==> src/rtl/biriscv_fetch_queue.sv <==
// biriscv_fetch_queue: dual-slot in-order instruction queue between fetch and issue.
// Ports:
//   clk_i, rst_ni          clock, asynchronous active-low reset
//   flush_i                drop all contents (redirect / exception)
//   in{0,1}_*              frontend slots (0 older), valid/accept handshake
//   out{0,1}_*             head and head+1 entries, valid/accept handshake
//   level_o                current occupancy
module biriscv_fetch_queue #(
    parameter int DEPTH   = 8,
    parameter int DEPTH_W = 3
) (
    input  logic               clk_i,
    input  logic               rst_ni,
    input  logic               flush_i,
    input  logic               in0_valid_i,
    input  logic [31:0]        in0_instr_i,
    input  logic [31:0]        in0_pc_i,
    input  logic [9:0]         in0_flags_i,
    output logic               in0_accept_o,
    input  logic               in1_valid_i,
    input  logic [31:0]        in1_instr_i,
    input  logic [31:0]        in1_pc_i,
    input  logic [9:0]         in1_flags_i,
    output logic               in1_accept_o,
    output logic               out0_valid_o,
    output logic [31:0]        out0_instr_o,
    output logic [31:0]        out0_pc_o,
    output logic [9:0]         out0_flags_o,
    input  logic               out0_accept_i,
    output logic               out1_valid_o,
    output logic [31:0]        out1_instr_o,
    output logic [31:0]        out1_pc_o,
    output logic [9:0]         out1_flags_o,
    input  logic               out1_accept_i,
    output logic [DEPTH_W:0]   level_o
);
    localparam logic [DEPTH_W:0] FULL = (DEPTH_W+1)'(DEPTH);
    logic [73:0]        mem_q [DEPTH];
    logic [DEPTH_W-1:0] rd_ptr_q, rd_ptr_d, wr_ptr_q, wr_ptr_d;
    logic [DEPTH_W:0]   count_q, count_d;
    logic               wr0, wr1, pop0, pop1;
    logic [1:0]         push, pop;
    logic [73:0]        head0, head1;

    assign in0_accept_o = count_q < FULL;
    assign in1_accept_o = count_q <= FULL - (DEPTH_W+1)'(2);
    // slot 1 may only enter behind slot 0, never ahead of a stalled older slot
    assign wr0  = in0_valid_i & in0_accept_o;
    assign wr1  = in1_valid_i & in1_accept_o & (~in0_valid_i | in0_accept_o);
    assign push = {1'b0, wr0} + {1'b0, wr1};
    assign head0 = mem_q[rd_ptr_q];
    assign head1 = mem_q[rd_ptr_q + DEPTH_W'(1)];
    assign out0_valid_o = count_q != '0;
    assign out1_valid_o = count_q > (DEPTH_W+1)'(1);
    assign {out0_flags_o, out0_pc_o, out0_instr_o} = head0;
    assign {out1_flags_o, out1_pc_o, out1_instr_o} = head1;
    assign pop0 = out0_valid_o & out0_accept_i;
    assign pop1 = out1_valid_o & out1_accept_i & pop0;
    assign pop  = {1'b0, pop0} + {1'b0, pop1};
    assign level_o = count_q;

    always_comb begin
        rd_ptr_d = flush_i ? '0 : rd_ptr_q + DEPTH_W'(pop);
        wr_ptr_d = flush_i ? '0 : wr_ptr_q + DEPTH_W'(push);
        count_d  = flush_i ? '0 : count_q + (DEPTH_W+1)'(push) - (DEPTH_W+1)'(pop);
    end

    // a lone slot 1 lands at wr_ptr; behind slot 0 it lands at wr_ptr+1
    always_ff @(posedge clk_i) begin
        if (wr0) mem_q[wr_ptr_q] <= {in0_flags_i, in0_pc_i, in0_instr_i};
        if (wr1) mem_q[wr_ptr_q + DEPTH_W'(wr0)] <= {in1_flags_i, in1_pc_i, in1_instr_i};
    end

    always_ff @(posedge clk_i or negedge rst_ni) begin
        if (!rst_ni) begin
            rd_ptr_q <= '0;
            wr_ptr_q <= '0;
            count_q  <= '0;
        end else begin
            rd_ptr_q <= rd_ptr_d;
            wr_ptr_q <= wr_ptr_d;
            count_q  <= count_d;
        end
    end
endmodule
==> config.mk <==
export PLATFORM = sky130hd
export DESIGN_NAME = biriscv_fetch_queue
export DESIGN_NICKNAME = d
export VERILOG_FILES = /design/src/rtl/biriscv_fetch_queue.sv
export SDC_FILE = /design/constraint.sdc
export NUM_CORES = 1
export LEC_CHECK = 0
export CAP_MARGIN = 20
export CORE_ASPECT_RATIO = 1.5
export CORE_MARGIN = 2
export CORE_UTILIZATION = 50
export CTS_CLUSTER_DIAMETER = 50
export CTS_CLUSTER_SIZE = 16
export DETAILED_ROUTE_END_ITERATION = 8
export PLACE_DENSITY = 0.71
export SYNTH_ARGS = -nofsm -noshare
export SYNTH_HDL_FRONTEND = slang
export SYNTH_SLANG_ARGS = --single-unit
==> constraint.sdc <==
create_clock -name clk_i -period 18.1 [get_ports clk_i]
set_input_delay 4.525 -clock clk_i [delete_from_list [all_inputs] [get_ports clk_i]]
set_output_delay 4.525 -clock clk_i [all_outputs]
set_load 0.03 [all_outputs]
**Word level (Yosys, flattened, before mapping)**

Memory sizes are Yosys's and may differ from the RTL's.
Cells that the tools add are included.

- Divide/modulo/power cells: 0
- Bitwise gates (word level): 8
- Reductions and logical operators: 1
- Multiply operators: 0
- Magnitude comparators: 3
- Eq/ne operators: 0
- Muxes and demuxes: 7
- Add/sub/neg operators: 8
- Shift operators: 0

Operators with widths:

| kind | count |
|---|---|
| $add A3 B2 Y3 | 2 |
| $and A1 B1 Y1 | 6 |
| $mux W3 | 2 |
| $add A1 B1 Y2 | 2 |
| $add A4 B2 Y4 | 1 |
| $gt A4 B1 Y1 const B | 1 |
| $le A4 B3 Y1 const B | 1 |
| $lt A4 B4 Y1 const B | 1 |
| $mux W1 | 4 |
| $mux W4 | 1 |
| $reduce_bool A4 Y1 | 1 |
| $sub A4 B2 Y4 | 1 |
| $add A3 B1 Y3 | 1 |
| $add A3 B1 Y3 const B | 1 |
| $not A1 Y1 | 1 |
| $or A1 B1 Y1 | 1 |

- Memory bits (read-only): 0
- Logic and storage cells: 31
- Bits in latches: 0
- Memories kept: 1
- Input bits: 155
- Flip-flop bits (word level): 10
- Output and inout port bits: 156
- Bits in writable memories: 592

Memories:

| name | words | width | rd ports | clocked after memory_dff | write ports | RTL line | text |
|---|---|---|---|---|---|---|---|
| mem_q | 8 | 74 | 2 | 0 | 2 | 38 | `logic [73:0] mem_q [DEPTH];` |

**Longest topological paths before layout**

Gate-level depths: netlist (run 1).

- Word-level depth: 7
- Mapped depth: 13
- Mapped depth without buffers: 13

**Worst setup path after synthesis (run 1)**

OpenSTA, ideal clock, no wires.

- Kind: input -> register
- Start point: input port in0_valid_i
- End point: memory mem_q[4][0], enable pin
- Setup time: 0.608 ns
- Data required time: 17.492 ns
- Path slack: 7.392 ns
- Arrival: 10.099 ns
- Stages: 3
- Path buffers: 0
- Cells stage by stage: nor2b_1 > nand2b_1 > o21ai_0

RTL lines:

| what | RTL line | text |
|---|---|---|
| from (decl) | 15 | `input logic in0_valid_i,` |
| to (decl) | 38 |  |

**Worst setup path in the final report (run 1)**

- Start point: register rd_ptr_q[0]
- End point: output port out1_pc_o[4]

- Cells in the longest elaborated chain, start to end: 2

RTL lines:

| what | RTL line | text |
|---|---|---|
| from (decl) | 39 | `logic [DEPTH_W-1:0] rd_ptr_q, rd_ptr_d, wr_ptr_q, wr_ptr_d;` |
| from (signal assigned) | 80 | `rd_ptr_q <= rd_ptr_d;` |
| $add A3 B1 Y3 | 52 | `assign head1 = mem_q[rd_ptr_q + DEPTH_W'(1)];` |
| $mem_v2 Z8 W74 | - |  |
| to (decl) | 32 | `output logic [31:0] out1_pc_o,` |

Every way passes these cells.

==> metrics.cfg, run 1 <==
[outcome]
run_status = complete, no violations

[grt]
globalRoute.totalOverflow = 0
track_usage_pct = 27.0
grt_pass1_wl_um = 141000
grt_max_degree = 99
first_global_vias = 21391
grt_antenna_before_repair = 14

[finish]
postLayoutCellArea_um2 = 40100
multi_input_comb_area_um2 = 15900
area_delta_synth_final_pct = 15.8
final_nets = 2287
post-route-util_pct = 58.3
layout.area.seq_um2 = 18000
layout.filler_cells = 5309
drive_above_1_share_pct = 48.6

[detailed_routing]
first_iter_violations = 1503
post-route-drc-count = 0
met1Wirelength_um = 36900
route.detailed.vias_per_inst = 6.51
met2_length_um = 50000
top_signal_layer_used = met5
dr_wl_met3_um = 5660
route.final.wire_length_um = 95400
route.detailed.wl_per_inst_um = 31.2
postRouteAntennaNets = 0
detailroute.via_count = 19874
firstDrtPassIters = 5

[place]
detailed_place.area_um2 = 38400
i_o_buffers = 310
hpwlAfterDp_um = 54300
gp_congestion = 0.754

[synth]
post_synth_inst_count = 1868
ys_async_sr_fraction_pct = 1.66
synth.cells.most_frequent = 592 x sky130_fd_sc_hd__edfxtp_1, 576 x sky130_fd_sc_hd__mux2_2, 296 x sky130_fd_sc_hd__mux4_2
yosysSeqAreaShare_pct = 52.0
postSynthRegisterBits = 602
post-synth-top-area-cell = sky130_fd_sc_hd__edfxtp_1
synth.most_common_cell = sky130_fd_sc_hd__edfxtp_1
synth.distinct_cells = 37
syn_nets = 2039
synth_top_flop_cell = sky130_fd_sc_hd__edfxtp_1
post_synth_main_area_contributors = sky130_fd_sc_hd__edfxtp_1 51%, sky130_fd_sc_hd__mux4_2 19%, sky130_fd_sc_hd__mux2_2 19%, sky130_fd_sc_hd__mux2_1 4.0%, sky130_fd_sc_hd__mux2_4 1.7%
syn_area_um2 = 34700
share_of_yosys_cell_area_claimed_by_the_top_area_cell_type_pct = 51.3
yosysWarnings = 0
count_of_flip_flops_with_a_built_in_enable_after_synthesis = 592
post_synth.cell_area_avg_um2 = 18.6

[worst_hold_path]
whs_path_depth = 2
timing.hold.worst.start = wr_ptr_q[0]
timing.hold.worst.class = flip-flop to flip-flop
holdPathEnd = wr_ptr_q[0]

[die]
floorplan.die_area_um2 = 71500
dieHeight_um = 326
fp-row-count = 118
die_width_um = 219
core_area_um2 = 68800
initial_utilization_pct = 50.4
io-pin-count = 311

[worst_setup_path]
timing.setup.critical_path_class = flip-flop to primary output
worst_r2r_path_depth = 7
crit_chain = buf_4 -> buf_4 -> mux4_2 -> mux2_2 -> clkdlybuf4s50_1
crit-reg2reg-launch = level_o[3]
end_kind = primary output
crit_top_cell = sky130_fd_sc_hd__buf_4
worstReg2RegEnd = mem_q[3][38]
required_time_reported_for_the_critical_path_endpoint_ns = 13.57
worst-path-max-fanout = 63
worstPathArrival_ns = 5.04
worst_setup_path_start_kind = flip-flop
timing.critical_path.slowest_cell_delay_ns = 0.96
critPathSlowestCell = sky130_fd_sc_hd__dfrtp_4
reg2reg_slack_ns = 13.50

[sta]
maxClockFrequency_mhz = 105
timing.final.max_slew_violations = 0
finalHoldViolCount = 0
slew-limit-headroom_pct = 22.2
finalCritPeriodShare_pct = 52.8
grt_setup_unrepaired = false
min_period_ns = 9.57
timing.setup.tns_ns = 0
worst_slew_pin_slew_ns = 1.17
setup-violations-final = 0
clock-skew-final_ns = 0.0305

[clocking]
numCtsBuffers = 50
post-cts-setup-buffers = 0
clk_pin_slew_ns = 0.06
cts_tree = yes
post_cts_hold_buffer_count = 0
cts_max_level = 2
clk_path_buf_depth = 3
cts-root-buf = sky130_fd_sc_hd__clkbuf_16
clk_latency_ns = 0.62
cts_resized = 0
cts.sink_count = 602

[power]
power-per-cell-area_nw_per_um2 = 168
worst_ir_drop_vdd_mv = 0.128
power_leakage_nw = 12.8

[flow_run]
max-cap-violations = 0

## power breakdown
part / total (mW) / switching (mW) / internal (mW)
sequential: 2.01 / 0.139 / 1.87
combinational: 3.61 / 1.92 / 1.68
clock: 1.11 / 0.526 / 0.588
total: 6.73 / 2.59 / 4.14
## cell type report
cell class	instances	area share, %
Multi-Input combinational cell	1109	39.6
Clock inverter	26	0.733
Sequential cell	602	44.9
Clock buffer	55	3.22
Timing Repair Buffer	344	8.55
Inverter	9	0.0842
Tap cell	900	2.81
Antenna cell	10	0.0624
## metal layers
metal  up-vias  GRT usage, %
li1       8331             -
met1     10724          34.0
met2       670          47.5
met3       137          4.47
met4        12          8.65
met5         -             0
## worst max-delay path by stage
stage / from / to / slack [ns] / cells after the start
2_1_floorplan: in0_valid_i / mem_q[4][0] / 7.39 / 3
3_3_place_gp: in0_valid_i / mem_q[3][15] / 8.97 / 8
3_5_place_dp: in0_valid_i / mem_q[3][15] / 8.89 / 8
4_1_cts: rd_ptr_q[0] / out1_pc_o[29] / 8.26 / 5
5_1_grt: rd_ptr_q[0] / out1_pc_o[4] / 8.19 / 5
6_report: rd_ptr_q[0] / out1_pc_o[4] / 8.53 / 5
## layout by cell type (no fill, tap or decap), drive strengths merged, types with 12 or more instances in the layout
cell type        n
buf             34
clkbuf          55
clkdlybuf4s50  310
clkinv          15
edfxtp         592
ha              12
inv             14
mux2           740
mux4           296
## registers in the layout, summed over array words and instances, names as in the netlist
signal	flops
rd_ptr_q	3
wr_ptr_q	3
mem_q	592
level_o	4
## worst max-delay path: cells and delay by family, from the launching register on
family	cells	cell delay, ns
buffers and inverters	3	2.41
DFF	1	0.96
muxes	2	0.92
## kinds of logic (layout without fill, tap and decap cells)
| family | after synthesis | in the layout | synth area share (%) |
|---|---|---|---|
| mux | 1036 | 1036 | 43.7 |
| other cells | 0 | 10 | 0 |
| compound gates | 11 | 11 | 0.235 |
| fa+ha+maj | 16 | 16 | 0.664 |
| simple gates | 39 | 39 | 0.639 |
| flops | 602 | 602 | 52.0 |
| buf+inv | 157 | 434 | 2.58 |
| xor+xnor | 7 | 7 | 0.177 |
## metrics by stage
stage          instances  hold slack (ns)  setup WS, ns  power, mW
6_report            3055            0.672          8.53       6.73
3_5_place_dp        2961            0.658          8.89       5.66
4_1_cts             3042            0.670          8.26       6.78
3_3_place_gp        2961            0.645          8.97       5.61
2_1_floorplan       1868            0.608          7.39       4.40
5_1_grt             3051            0.712          8.19       7.00
(Power assumes the default switching activity.)
==> run 2, diff against run 1 <==
Settings changed: PLACE_DENSITY 0.71 to 0.74.
Clock period 18.1 ns to 8.4 ns, I/O delays scaled along.
==> run 2 against run 1 <==
- register-to-register slack lost 9.1 ns
- via count shrank 0.34%
- total power grew 110%
- count of clock-buffer cells in the layout shrank 2
- clock power grew 100%
- core utilization shrank 0.11 points
- worst setup slack lost 6.9 ns
- die area is the same
- clock skew grew 0.0011 ns
- highest routed layer unchanged
==> metrics.cfg, run 2 (synthesis results as in run 1) <==
[finish]
drive_above_1_share_pct = 48.3  ; -0.26 points
layout.cells.most_common = sky130_fd_sc_hd__edfxtp_1
largest_register_ff_count = 592  ; unchanged
register_with_the_most_flip_flops = mem_q
multi_input_comb_area_um2 = 15900  ; unchanged
final_nets = 2283  ; -0.17%
area_delta_synth_final_pct = 15.5
layout.filler_cells = 5260  ; -0.92%
layout.area.seq_um2 = 18000  ; unchanged
final_cell_mix = 592 x sky130_fd_sc_hd__edfxtp_1, 576 x sky130_fd_sc_hd__mux2_2, 310 x sky130_fd_sc_hd__clkdlybuf4s50_1, 296 x sky130_fd_sc_hd__mux4_2, 124 x sky130_fd_sc_hd__mux2_1

[sta]
timing.setup.tns_ns = 0  ; unchanged
grt_setup_unrepaired = false
timing.final.max_slew_violations = 0  ; unchanged
min_period_ns = 6.78
worst_slew_pin_slew_ns = 1.12  ; -0.0426 ns
timing.final.ws_setup_ns = 1.62  ; -6.91 ns
finalCritPeriodShare_pct = 80.7
maxClockFrequency_mhz = 148
finalHoldViolCount = 0  ; unchanged
clock-skew-final_ns = 0.0316  ; +0.00107 ns
setup-violations-final = 0  ; unchanged
slew-limit-headroom_pct = 25.0  ; +2.8 points

[worst_setup_path]
crit_family = buffers and inverters
worstSetupPathDepth = 5  ; unchanged
timing.critical_path.slowest_cell_delay_ns = 0.83  ; -0.13 ns
required_time_reported_for_the_critical_path_endpoint_ns = 6.30  ; -7.27 ns
end_kind = primary output
worst-path-max-fanout = 135  ; +110%
timing.setup.critical_path_class = flip-flop to primary output
critPathSlowestCell = sky130_fd_sc_hd__buf_4
worstPathArrival_ns = 4.68  ; -0.36 ns
worst_r2r_path_depth = 7  ; unchanged
worst_setup_path_start_kind = flip-flop
cp_num_buf_inv = 3  ; unchanged
crit_chain = buf_4 -> buf_12 -> mux4_2 -> mux2_2 -> clkdlybuf4s50_1

[worst_hold_path]
whs_path_depth = 2  ; unchanged
timing.hold.worst.class = flip-flop to flip-flop

[power]
power_leakage_nw = 12.7  ; -0.57%
power-per-cell-area_nw_per_um2 = 358  ; +110%
worst_ir_drop_vdd_mv = 0.275  ; +110%

[place]
gp_congestion = 0.770  ; +2.1%
i_o_buffers = 310  ; unchanged
hpwlAfterDp_um = 54200  ; -0.22%
dp_worst_setup_slack_ns = 2.22  ; -6.67 ns

[die]
fp-row-count = 118  ; unchanged
dieHeight_um = 326  ; unchanged
initial_utilization_pct = 50.4  ; unchanged
core_area_um2 = 68800  ; unchanged
die_width_um = 219  ; unchanged
floorplan.die_area_um2 = 71500  ; unchanged
io-pin-count = 311  ; unchanged

[grt]
grt_pass1_wl_um = 138000  ; -2.1%
grt_max_degree = 136  ; +37%
track_usage_pct = 26.4  ; -0.60 points
first_global_vias = 21593  ; +0.94%
grt_antenna_before_repair = 22  ; +8
globalRoute.totalOverflow = 0  ; unchanged

[clocking]
numCtsBuffers = 48  ; -4.0%
cts-root-buf = sky130_fd_sc_hd__clkbuf_16
cts_tree = yes
clk_latency_ns = 0.62  ; about the same
cts_resized = 0  ; unchanged
cts.sink_count = 602  ; unchanged
clk_pin_slew_ns = 0.07  ; about the same
post-cts-setup-buffers = 0  ; unchanged
clk_path_buf_depth = 3  ; unchanged
cts_max_level = 2  ; unchanged
post_cts_hold_buffer_count = 0  ; unchanged

[flow_run]
max-cap-violations = 0  ; unchanged

[detailed_routing]
first_iter_violations = 1487  ; -1.1%
route.detailed.vias_per_inst = 6.50  ; about the same
detailroute.via_count = 19806  ; -0.34%
postRouteAntennaNets = 0  ; unchanged
route.detailed.wl_per_inst_um = 30.7  ; -1.7%
post-route-drc-count = 0  ; unchanged
route.final.wire_length_um = 93500  ; -2.0%
firstDrtPassIters = 5  ; unchanged

[outcome]
run_status = complete, no violations

[run 2: changes by cell type in the layout (fill, tap and decap cells not counted), sizes merged, moves of 2 or more]
| cell | before | now |
|---|---|---|
| clkinvlp | 1 | 3 |
| clkbuf | 55 | 53 |
| buf | 34 | 32 |
| clkinv | 15 | 10 |
[run 2: final cells by class]
cell class	instances	share of cell area, %
clock buffer	53	3.05
timing repair buffer	342	8.68
tap	900	2.81
sequential	602	45.0
multi-input combinational	1109	39.7
clock inverter	21	0.603
inverter	9	0.0843
antenna	11	0.0687
[run 2: routing by layer]
layer | global-route usage [%] | up-vias | wire length (µm)
met3 | 4.68 | 165 | 6050
met4 | 9.49 | 24 | 2910
met5 | 0 | - | 156
met1 | 33.5 | 10566 | 36200
met2 | 45.5 | 727 | 48200
li1 | - | 8324 | -
[run 2: worst register-to-register path, delay by kind of cell (launching register included)]
kind	cells	cell delay [ns]
and+or+nand+nor	3	1.54
buffers and inverters	1	0.72
DFF	1	0.44
muxes	1	0.43
adders and majority gates	1	0.32
AOI/OAI and AO/OA	1	0.26
[run 2: path summary, 6_finish.rpt]
kind                                   from               to  slack (ns)
worst max-delay path            rd_ptr_q[0]  out1_flags_o[6]        1.62
worst min-delay path             level_o[0]       level_o[0]        0.72
worst max register to register   level_o[3]     mem_q[6][64]        4.43
worst min register to register   level_o[0]       level_o[0]        0.72
max in group asynchronous            rst_ni      rd_ptr_q[2]        6.23
min in group asynchronous            rst_ni      wr_ptr_q[0]        1.82
[run 2: report_power, final]
group	internal [mW]	switching [mW]
logic	3.64	4.14
registers	4.02	0.295
clock network	1.17	1.09
[run 2: stage by stage]
step           std cells  hold slack (ns)  cell area, µm²  util [%]  power [mW]
5_1_grt             3046            0.780           40100      58.2        14.9
3_5_place_dp        2962            0.690           38600      56.1        12.2
3_3_place_gp        2961            0.660           38500      56.0        12.1
4_1_cts             3036            0.712           40000      58.2        14.5
6_report            3047            0.723           40100      58.2        14.4
2_1_floorplan       1868            0.608           34700         -        9.47
==> run 3, diff against run 2 <==
Clock period 8.4 ns to 6 ns, I/O delays scaled along.
==> run 3 against run 2 <==
- wire length rose by 0.59%
- count of clock-buffer cells in the layout fell by 2
- total power rose by 39%
- via count rose by 0.56%
- final area rose by 0.13%
==> metrics.cfg, run 3 (synthesis results as in run 1) <==
[worst_setup_path]
worst_setup_path_start_kind = flip-flop
end_kind = primary output
worst_r2r_path_depth = 8  ; +1
worst-path-max-fanout = 37  ; -73%
worstPathArrival_ns = 3.85  ; -0.83 ns
worstReg2RegEnd = mem_q[3][29]
crit_path_start = rd_ptr_q[1]
timing.setup.critical_path_class = flip-flop to primary output
required_time_reported_for_the_critical_path_endpoint_ns = 4.50  ; -1.80 ns
crit-reg2reg-launch = level_o[3]
reg2reg_slack_ns = 2.48  ; -1.95 ns

[finish]
area_delta_synth_final_pct = 15.7
largest_register_ff_count = 592  ; unchanged
postLayoutCellArea_um2 = 40100  ; +0.13%
final_cell_count_no_fill = 3052  ; +0.16%
register_with_the_most_flip_flops = mem_q
layout.cells.most_common = sky130_fd_sc_hd__edfxtp_1
post-route-util_pct = 58.3  ; +0.078 points
drive_above_1_share_pct = 48.3  ; about the same
final_nets = 2290  ; +0.31%
final_cell_mix = 592 x sky130_fd_sc_hd__edfxtp_1, 576 x sky130_fd_sc_hd__mux2_2, 310 x sky130_fd_sc_hd__clkdlybuf4s50_1, 296 x sky130_fd_sc_hd__mux4_2, 124 x sky130_fd_sc_hd__mux2_1

[outcome]
run_status = complete, no violations

[power]
power.total_mw = 20.0  ; +39%
netSwitchingPower_mw = 7.73  ; +40%
seq_power_share_pct = 29.8  ; -0.3 points
power_leakage_nw = 12.7  ; +0.19%
power-per-cell-area_nw_per_um2 = 499  ; +39%
p_int_mw = 12.3  ; +39%
worst_ir_drop_vdd_mv = 0.439  ; +60%
clkPwrFrac_pct = 15.0  ; -0.8 points
power.combinational.fraction_pct = 55.2  ; +1.0 points
swShare_pct = 38.6  ; +0.14 points

[clocking]
post-cts-setup-buffers = 0  ; unchanged
cts-root-buf = sky130_fd_sc_hd__clkbuf_16
cts.sink_count = 602  ; unchanged
clk_latency_ns = 0.61  ; about the same
cts_resized = 0  ; unchanged
numCtsBuffers = 46  ; -4.2%
cts_tree = yes
cts_max_level = 2  ; unchanged
clk_pin_slew_ns = 0.07  ; about the same
clk_path_buf_depth = 3  ; unchanged
post_cts_hold_buffer_count = 0  ; unchanged

[detailed_routing]
met2_length_um = 48300  ; +0.24%
top_signal_layer_used = met5
post-route-drc-count = 0  ; unchanged
route.detailed.wl_per_inst_um = 30.8  ; +0.43%
firstDrtPassIters = 7  ; +2
first_iter_violations = 1588  ; +6.8%
detailroute.via_count = 19916  ; +0.56%
route.detailed.vias_per_inst = 6.53  ; +0.39%
postRouteAntennaNets = 0  ; unchanged
met1Wirelength_um = 35300  ; -2.3%
dr_wl_met3_um = 6490  ; +7.2%
route.final.wire_length_um = 94000  ; +0.59%

[worst_hold_path]
timing.hold.worst.class = flip-flop to flip-flop
whs_path_depth = 2  ; unchanged
timing.hold.worst.start = wr_ptr_q[0]
holdPathEnd = wr_ptr_q[0]

[grt]
grt_antenna_before_repair = 22  ; unchanged
globalRoute.totalOverflow = 0  ; unchanged
grt_pass1_wl_um = 138000  ; about the same
grt_max_degree = 149  ; +9.6%
first_global_vias = 21704  ; +0.51%
track_usage_pct = 26.4  ; -0.027 points

[sta]
grt_setup_unrepaired = false
clock-skew-final_ns = 0.0378  ; +0.00621 ns
worst_slew_pin_slew_ns = 1.09  ; -0.0329 ns
holdWs_ns = 0.671  ; -0.0521 ns
slew-limit-headroom_pct = 27.2  ; +2.2 points
timing.final.ws_setup_ns = 0.652  ; -0.971 ns
finalCritPeriodShare_pct = 89.1
setup-violations-final = 0  ; unchanged
maxClockFrequency_mhz = 187
timing.setup.tns_ns = 0  ; unchanged
min_period_ns = 5.35
timing.final.max_slew_violations = 0  ; unchanged
finalHoldViolCount = 0  ; unchanged

[die]
initial_utilization_pct = 50.4  ; unchanged
floorplan.die_area_um2 = 71500  ; unchanged
die_width_um = 219  ; unchanged
io-pin-count = 311  ; unchanged
dieHeight_um = 326  ; unchanged
fp-row-count = 118  ; unchanged
core_area_um2 = 68800  ; unchanged

[place]
detailed_place.area_um2 = 38700  ; +0.45%
i_o_buffers = 310  ; unchanged
gp_congestion = 0.792  ; +2.9%
dp_worst_setup_slack_ns = 0.986  ; -1.24 ns
placed_instance_count = 2971  ; +0.30%
hpwlAfterDp_um = 54700  ; +0.91%

[flow_run]
max-cap-violations = 0  ; unchanged

[run 3: changes by cell type in the layout (fill, tap and decap cells not counted), moves of 2 or more]
cell | before | now
sky130_fd_sc_hd__clkinv_1 | 5 | 7
sky130_fd_sc_hd__inv_8 | 2 | 0
sky130_fd_sc_hd__clkbuf_16 | 48 | 46
sky130_fd_sc_hd__diode_2 | 11 | 14
sky130_fd_sc_hd__buf_12 | 9 | 19
sky130_fd_sc_hd__clkinvlp_4 | 3 | 0
[run 3: area by class of cell]
class	instances	area (µm²)
Multi-Input combinational cell	1109	15900
Inverter	9	33.8
Clock buffer	51	1170
Clock inverter	16	165
Tap cell	900	1130
Timing Repair Buffer	351	3650
Fill cell	5228	28700
Sequential cell	602	18000
Antenna cell	14	35.0
[run 3: power groups by stage]
stage	Clock (mW)	Combinational, mW	Sequential, mW
floorplan	0	7.26	6.00
global placement	0	11.0	5.99
detailed placement	0	11.1	6.07
CTS	3.06	11.2	5.98
global route	3.18	11.5	6.05
finish	3.00	11.0	5.97
[run 3: worst max-delay path by stage]
stage                           end  cells past startpoint
floorplan               mem_q[4][0]                      3
global placement       mem_q[3][37]                      9
detailed placement     mem_q[3][26]                      9
CTS                 out1_instr_o[8]                      5
global route        out1_instr_o[8]                      5
finish              out1_instr_o[1]                      5
[run 3: critical path, cell delays in order (launching register included)]
cell                              delay [ns]
sky130_fd_sc_hd__dfrtp_4                0.65
sky130_fd_sc_hd__ha_4                   0.79
sky130_fd_sc_hd__buf_4                  0.49
sky130_fd_sc_hd__mux4_2                 0.37
sky130_fd_sc_hd__mux2_2                 0.32
sky130_fd_sc_hd__clkdlybuf4s50_1        0.61
[run 3: routing by layer]
layer,up-vias,track usage [%]
li1,8325,-
met1,10601,32.8
met2,783,45.2
met3,189,4.69
met4,18,11.4
met5,-,0
